### src/rtl/if_fetch_ctrl_if.sv
// if_fetch_ctrl_if -- groups the fetch controller's bus signals.
//   PC register side : pc (to ctrl), pcwr (from ctrl), flush (to ctrl)
//   imem side        : imem_req/imem_addr (from ctrl), imem_gnt/imem_rvalid/imem_rdata (to ctrl)
//   decode side      : id_valid/id_instr/id_pc (from ctrl), id_ready (to ctrl)
// master = the fetch controller, slave = its environment.
interface if_fetch_ctrl_if;
    logic [31:0] pc;
    logic        pcwr;
    logic        flush;
    logic        imem_req;
    logic [31:0] imem_addr;
    logic        imem_gnt;
    logic        imem_rvalid;
    logic [31:0] imem_rdata;
    logic        id_valid;
    logic        id_ready;
    logic [31:0] id_instr;
    logic [31:0] id_pc;

    modport master (
        input  pc, flush, imem_gnt, imem_rvalid, imem_rdata, id_ready,
        output pcwr, imem_req, imem_addr, id_valid, id_instr, id_pc
    );

    modport slave (
        output pc, flush, imem_gnt, imem_rvalid, imem_rdata, id_ready,
        input  pcwr, imem_req, imem_addr, id_valid, id_instr, id_pc
    );
endinterface

### src/rtl/if_fetch_ctrl.sv
// if_fetch_ctrl -- instruction-fetch controller.
// Issues one imem read at a time at the current pc, pulses pcwr when the read
// is granted (or on a redirect), and buffers returned {instr, pc} pairs in a
// DEPTH-entry FIFO toward decode. A flush empties the FIFO and marks any
// in-flight read to be dropped when it returns.
// Ports:
//   clk  : clock, rising edge
//   rst  : asynchronous active-low reset
//   bus  : if_fetch_ctrl_if.master (pc/pcwr/flush, imem req/gnt/rvalid, id handshake)
module if_fetch_ctrl #(
    parameter int DEPTH = 2
) (
    input  logic            clk,
    input  logic            rst,
    if_fetch_ctrl_if.master bus
);
    localparam int AW = $clog2(DEPTH);
    localparam int CW = AW + 1;
    localparam logic [CW-1:0] DEPTH_C = CW'(DEPTH);

    typedef enum logic [1:0] {IDLE = 2'd0, WAIT = 2'd1, DROP = 2'd2} state_t;

    typedef struct packed {
        logic [31:0] instr;
        logic [31:0] pc;
    } fentry_t;

    state_t        state, state_nxt;
    fentry_t       mem [DEPTH];
    logic [AW-1:0] wptr, rptr;
    logic [CW-1:0] count;
    logic [31:0]   req_pc;
    logic          outstanding, can_issue, grant, push, pop;

    // Buffered plus outstanding may never exceed DEPTH, so a response always
    // has a slot waiting for it. rst gates the request so nothing leaks out
    // while reset is held.
    assign outstanding = (state != IDLE);
    assign can_issue   = rst && !bus.flush &&
                         (state == IDLE || (state == WAIT && bus.imem_rvalid)) &&
                         ((count + CW'(outstanding)) < DEPTH_C);
    assign grant       = can_issue && bus.imem_gnt;
    assign push        = (state == WAIT) && bus.imem_rvalid && !bus.flush;
    assign pop         = (count != '0) && bus.id_ready && !bus.flush;

    // State register
    always_ff @(posedge clk or negedge rst) begin
        if (!rst) state <= IDLE;
        else      state <= state_nxt;
    end

    // Next-state logic; a grant while retiring a response keeps us in WAIT
    always_comb begin
        state_nxt = state;
        unique case (state)
            IDLE: if (grant) state_nxt = WAIT;
            WAIT: begin
                if (grant)                              state_nxt = WAIT;
                else if (bus.flush && !bus.imem_rvalid) state_nxt = DROP;
                else if (bus.imem_rvalid)               state_nxt = IDLE;
            end
            DROP: if (bus.imem_rvalid) state_nxt = IDLE;
            default: state_nxt = IDLE;
        endcase
    end

    // Outputs
    always_comb begin
        bus.imem_req  = can_issue;
        bus.imem_addr = bus.pc;
        bus.pcwr      = rst && (grant || bus.flush);
        bus.id_valid  = (count != '0);
        bus.id_instr  = mem[rptr].instr;
        bus.id_pc     = mem[rptr].pc;
    end

    // PC of the outstanding request, paired with its data on return
    always_ff @(posedge clk or negedge rst) begin
        if (!rst)       req_pc <= '0;
        else if (grant) req_pc <= bus.pc;
    end

    // FIFO; flush wins over a same-cycle pop
    always_ff @(posedge clk or negedge rst) begin
        if (!rst) begin
            wptr  <= '0;
            rptr  <= '0;
            count <= '0;
            for (int i = 0; i < DEPTH; i++) mem[i] <= '0;
        end else if (bus.flush) begin
            wptr  <= '0;
            rptr  <= '0;
            count <= '0;
        end else begin
            if (push) begin
                mem[wptr] <= '{instr: bus.imem_rdata, pc: req_pc};
                wptr      <= wptr + AW'(1);
            end
            if (pop) rptr <= rptr + AW'(1);
            unique case ({push, pop})
                2'b10:   count <= count + CW'(1);
                2'b01:   count <= count - CW'(1);
                default: count <= count;
            endcase
        end
    end

    a_no_overflow: assert property (@(posedge clk) disable iff (!rst)
        !(push && count == DEPTH_C));

endmodule

### src/flat_wrapper.sv
// flat-port wrapper written by rule: the top's interface ports become plain ports
module if_fetch_ctrl_flat 
#(
    parameter int DEPTH = 2
)
  (clk, rst, bus_pc, bus_flush, bus_imem_gnt, bus_imem_rvalid, bus_imem_rdata, bus_id_ready, bus_pcwr, bus_imem_req, bus_imem_addr, bus_id_valid, bus_id_instr, bus_id_pc);
  if_fetch_ctrl_if bus_i ();
  input  logic clk;
  input  logic rst;
  input wire logic [$bits(bus_i.pc)-1:0] bus_pc;
  input wire logic [$bits(bus_i.flush)-1:0] bus_flush;
  input wire logic [$bits(bus_i.imem_gnt)-1:0] bus_imem_gnt;
  input wire logic [$bits(bus_i.imem_rvalid)-1:0] bus_imem_rvalid;
  input wire logic [$bits(bus_i.imem_rdata)-1:0] bus_imem_rdata;
  input wire logic [$bits(bus_i.id_ready)-1:0] bus_id_ready;
  output wire logic [$bits(bus_i.pcwr)-1:0] bus_pcwr;
  output wire logic [$bits(bus_i.imem_req)-1:0] bus_imem_req;
  output wire logic [$bits(bus_i.imem_addr)-1:0] bus_imem_addr;
  output wire logic [$bits(bus_i.id_valid)-1:0] bus_id_valid;
  output wire logic [$bits(bus_i.id_instr)-1:0] bus_id_instr;
  output wire logic [$bits(bus_i.id_pc)-1:0] bus_id_pc;
  assign bus_i.pc = bus_pc;
  assign bus_i.flush = bus_flush;
  assign bus_i.imem_gnt = bus_imem_gnt;
  assign bus_i.imem_rvalid = bus_imem_rvalid;
  assign bus_i.imem_rdata = bus_imem_rdata;
  assign bus_i.id_ready = bus_id_ready;
  assign bus_pcwr = bus_i.pcwr;
  assign bus_imem_req = bus_i.imem_req;
  assign bus_imem_addr = bus_i.imem_addr;
  assign bus_id_valid = bus_i.id_valid;
  assign bus_id_instr = bus_i.id_instr;
  assign bus_id_pc = bus_i.id_pc;
  if_fetch_ctrl #(.DEPTH(DEPTH)) u_core (.clk(clk), .rst(rst), .bus(bus_i));
endmodule
### config.mk
export PLATFORM = sky130hd
export DESIGN_NAME = if_fetch_ctrl_flat
export DESIGN_NICKNAME = d
export VERILOG_FILES = /design/src/rtl/if_fetch_ctrl_if.sv /design/src/rtl/if_fetch_ctrl.sv /design/src/flat_wrapper.sv
export SDC_FILE = /design/constraint.sdc
export NUM_CORES = 1
export LEC_CHECK = 0
export ABC_CLOCK_PERIOD_IN_PS = 3800
export CAP_MARGIN = 5
export CORE_MARGIN = 4
export CORE_UTILIZATION = 45
export CTS_CLUSTER_DIAMETER = 200
export DETAILED_ROUTE_END_ITERATION = 8
export HOLD_SLACK_MARGIN = 0.05
export PLACE_DENSITY = 0.82
export SLEW_MARGIN = 20
export SYNTH_ARGS = -nofsm -noshare
export SYNTH_HDL_FRONTEND = slang
export SYNTH_SLANG_ARGS = --single-unit
### constraint.sdc
create_clock -name clk -period 3.8 [get_ports clk]
set_input_delay 1.14 -clock clk [delete_from_list [all_inputs] [get_ports clk]]
set_output_delay 1.14 -clock clk [all_outputs]
set_load 0.1 [all_outputs]
==> impl_metrics.ini <==
[worst_hold_path]
worstHoldPathCells = 1
hold_path.class = flop to flop
worstHoldStart = u_core.mem[116]
whs_endpoint = u_core.mem[116]

[cts]
cts_buffer_depth = 2
post_cts_resized = 0
numCtsBuffers = 17
postCtsSetupBuffers = 0
clkTransAtPathRegs_ps = 70
htreeDepth = 4
cts_sinks = 166
cts-root-buf = clkbuf_16
hold_buffers = 0
clk_latency_ps = 410
cts_tree = yes

[sta]
tns_ps = 0
period_minus_slack_ps = 3460
skew_ps = 10.7
drv_slew = 0
post-route-period-util_pct = 90.9
relSlewSlack_pct = 39.8
fmax_mhz = 289
setup_viol = 0
hold_violations = 0
tightestPinTransition_ps = 903
rsz0062_at_grt = no

[place]
place_hpwl_um = 10400
numPlacedInstances = 820
gp_routability_congestion = 0.746
place_area_sq_um = 9240
portBuffers = 168

[critical_path]
crit_family = buffers and inverters
crit_chain = clkdlybuf4s50_1 > a22o_1 > a32o_1 > buf_12
worstPathMaxFanout = 5
path_depth = 4
critPathCaptureType = output port
cp.arrival_ps = 2320
cp_num_buf_inv = 2
worstSetupStartpointType = input pin
ff2ff_path_depth = 5
rr_startpoint = u_core.state[1]
worstPathRequired_ps = 2660
worst_path_max_delay_cell = clkdlybuf4s50_1
slowest_delay_ps = 480
rr_endpoint = u_core.req_pc[1]
rrSetupSlack_ps = 1480
crit_type = input pin to output port

[routing]
drt_wl_total_um = 15300
wire_per_inst_um = 17.9
vias_per_cell = 5.09
drc = 0
dr.pass1.iters = 4
ant_nets = 0
drt_iter0_drc = 154
vias = 4334

[finish]
drive_gt1_share_pct = 56.4
num_antenna_cells = 0
fin_area_sq_um = 9860
area_growth_syn_to_layout_pct = 33.5
fill_cells = 1234
layout_commonest_cell = mux2_2
layout.cells.non_filler = 852
nets = 693
layout_common_cells = mux2_2 (182), dfrtp_1 (165), buf_4 (72)

[synthesis]
async_reset_ff_share_pct = 100
ys_seq_elements = 166
ys_warn_count = 0
synth_compound_area_share_pct = 0.763
synth_fa_ha_area_share_pct = 0
yosysSeqAreaShare_pct = 56.3
ys_types = 27
synthesis.nets = 554
synth-edff-count = 0
syn_avg_cell_area_sq_um = 15.2
synthXorXnorAreaFrac_pct = 0.475
netlist_area_sq_um = 7380
synthCells = 484
synthSimpleGateAreaFrac_pct = 1.66
synth_ff_type = dfrtp_1
synth_mux_area_share_pct = 35.7
synth_top_family_by_area = multiplexers

[power_and_ir_drop]
ir_worst_vdd_uv = 433
leakage_uw = 0.00465
power_density_nw_per_um2 = 769
power_uw = 7580

[outcome]
status = finished, final reports clean

[global_route]
gr-total-overflow = 0
grt_util_all_layers_pct = 16.9
antenna_found_initial = 0
grt_pass1_wl_um = 24700
first_global_vias = 4926
grt_max_degree = 85

[floorplan]
start_util_pct = 46.1
die-area_sq_um = 18500
die_h_um = 136
io_pins = 169
coreArea_sq_um = 16000
die_x_um = 136
num_rows = 46

[job]
max_cap_violations = 0
[power breakdown]
| part | total (uW) | switching [uW] | internal (uW) |
|---|---|---|---|
| registers | 2360 | 208 | 2150 |
| logic | 3460 | 2490 | 970 |
| clock network | 1760 | 705 | 1060 |
| total | 7580 | 3410 | 4180 |
[how the worst max path moves through the flow]
stage | startpoint | to | slack (ps)
final | bus_imem_rvalid | bus_pcwr | 340
after CTS | bus_imem_rvalid | bus_pcwr | 350
after global placement | bus_imem_rvalid | bus_pcwr | 390
after floorplan | bus_flush | bus_imem_req | 330
after detailed placement | bus_imem_rvalid | bus_pcwr | 350
after global routing | bus_imem_rvalid | bus_pcwr | 310
[routing by layer]
layer  global-route usage [%]  vias to the layer above  wire length (um)
li1                         -                     1959                 -
met1                     21.1                     2227              6450
met2                     29.5                      130              7880
met3                     3.33                       18               755
met4                     5.82                        0               193
met5                        0                        -                 0
[cells in the mapped netlist, types with 2 or more instances]
cell type  count  area, sq um
mux2_2       182         2050
dfrtp_1      166         4150
buf_4         32          240
mux2_4        29          435
buf_2         14         70.1
mux2_1        13          146
clkbuf_1       8         30.0
nor2_1         6         22.5
nand2_1        5         18.8
buf_6          3         33.8
nor2b_1        3         18.8
a21oi_1        2         10.0
inv_1          2         7.51
nand3b_1       2         15.0
nor3_1         2         10.0
o21ai_0        2         10.0
xnor2_1        2         17.5
xor2_1         2         17.5
[worst register-to-register path, stage by stage (launching register included)]
cell      delay (ps)
dfrtp_1          440
nor2b_1          210
nand2b_1         140
or4b_2           650
buf_4            360
mux2_1           410
[cell families after synthesis]
kind of cell,after synthesis
multiplexers,224
flip-flops,166
buffers and inverters,59
AND/OR/NAND/NOR,23
AO/OA/AOI/OAI,8
XOR/XNOR,4
[registers in the layout, summed over array words and instances, names as in the netlist]
| name | cells |
|---|---|
| u_core.count | 2 |
| u_core.mem | 128 |
| u_core.req_pc | 32 |
| u_core.rptr | 1 |
| u_core.state | 2 |
| u_core.wptr | 1 |
[per-stage QoR]
step | utilization [%] | hold WS [ps] | setup WS [ps]
after floorplan | - | 454 | 334
after global placement | 57.7 | 463 | 394
after global routing | 61.6 | 506 | 305
after CTS | 61.6 | 487 | 347
final | 61.6 | 484 | 344
after detailed placement | 57.7 | 472 | 353
[area by class of cell]
cell class              count  area [sq um]  area share [%]
clock inverters            14           175            1.78
inverters                   2          7.51          0.0762
repair buffers            177          1940            19.7
multi-input cells         259          2870            29.1
flip-flops and latches    166          4160            42.2
well taps                 216           270            2.74
clock buffers              18           439            4.46
Note: power is estimated with default switching activity, not from simulation.
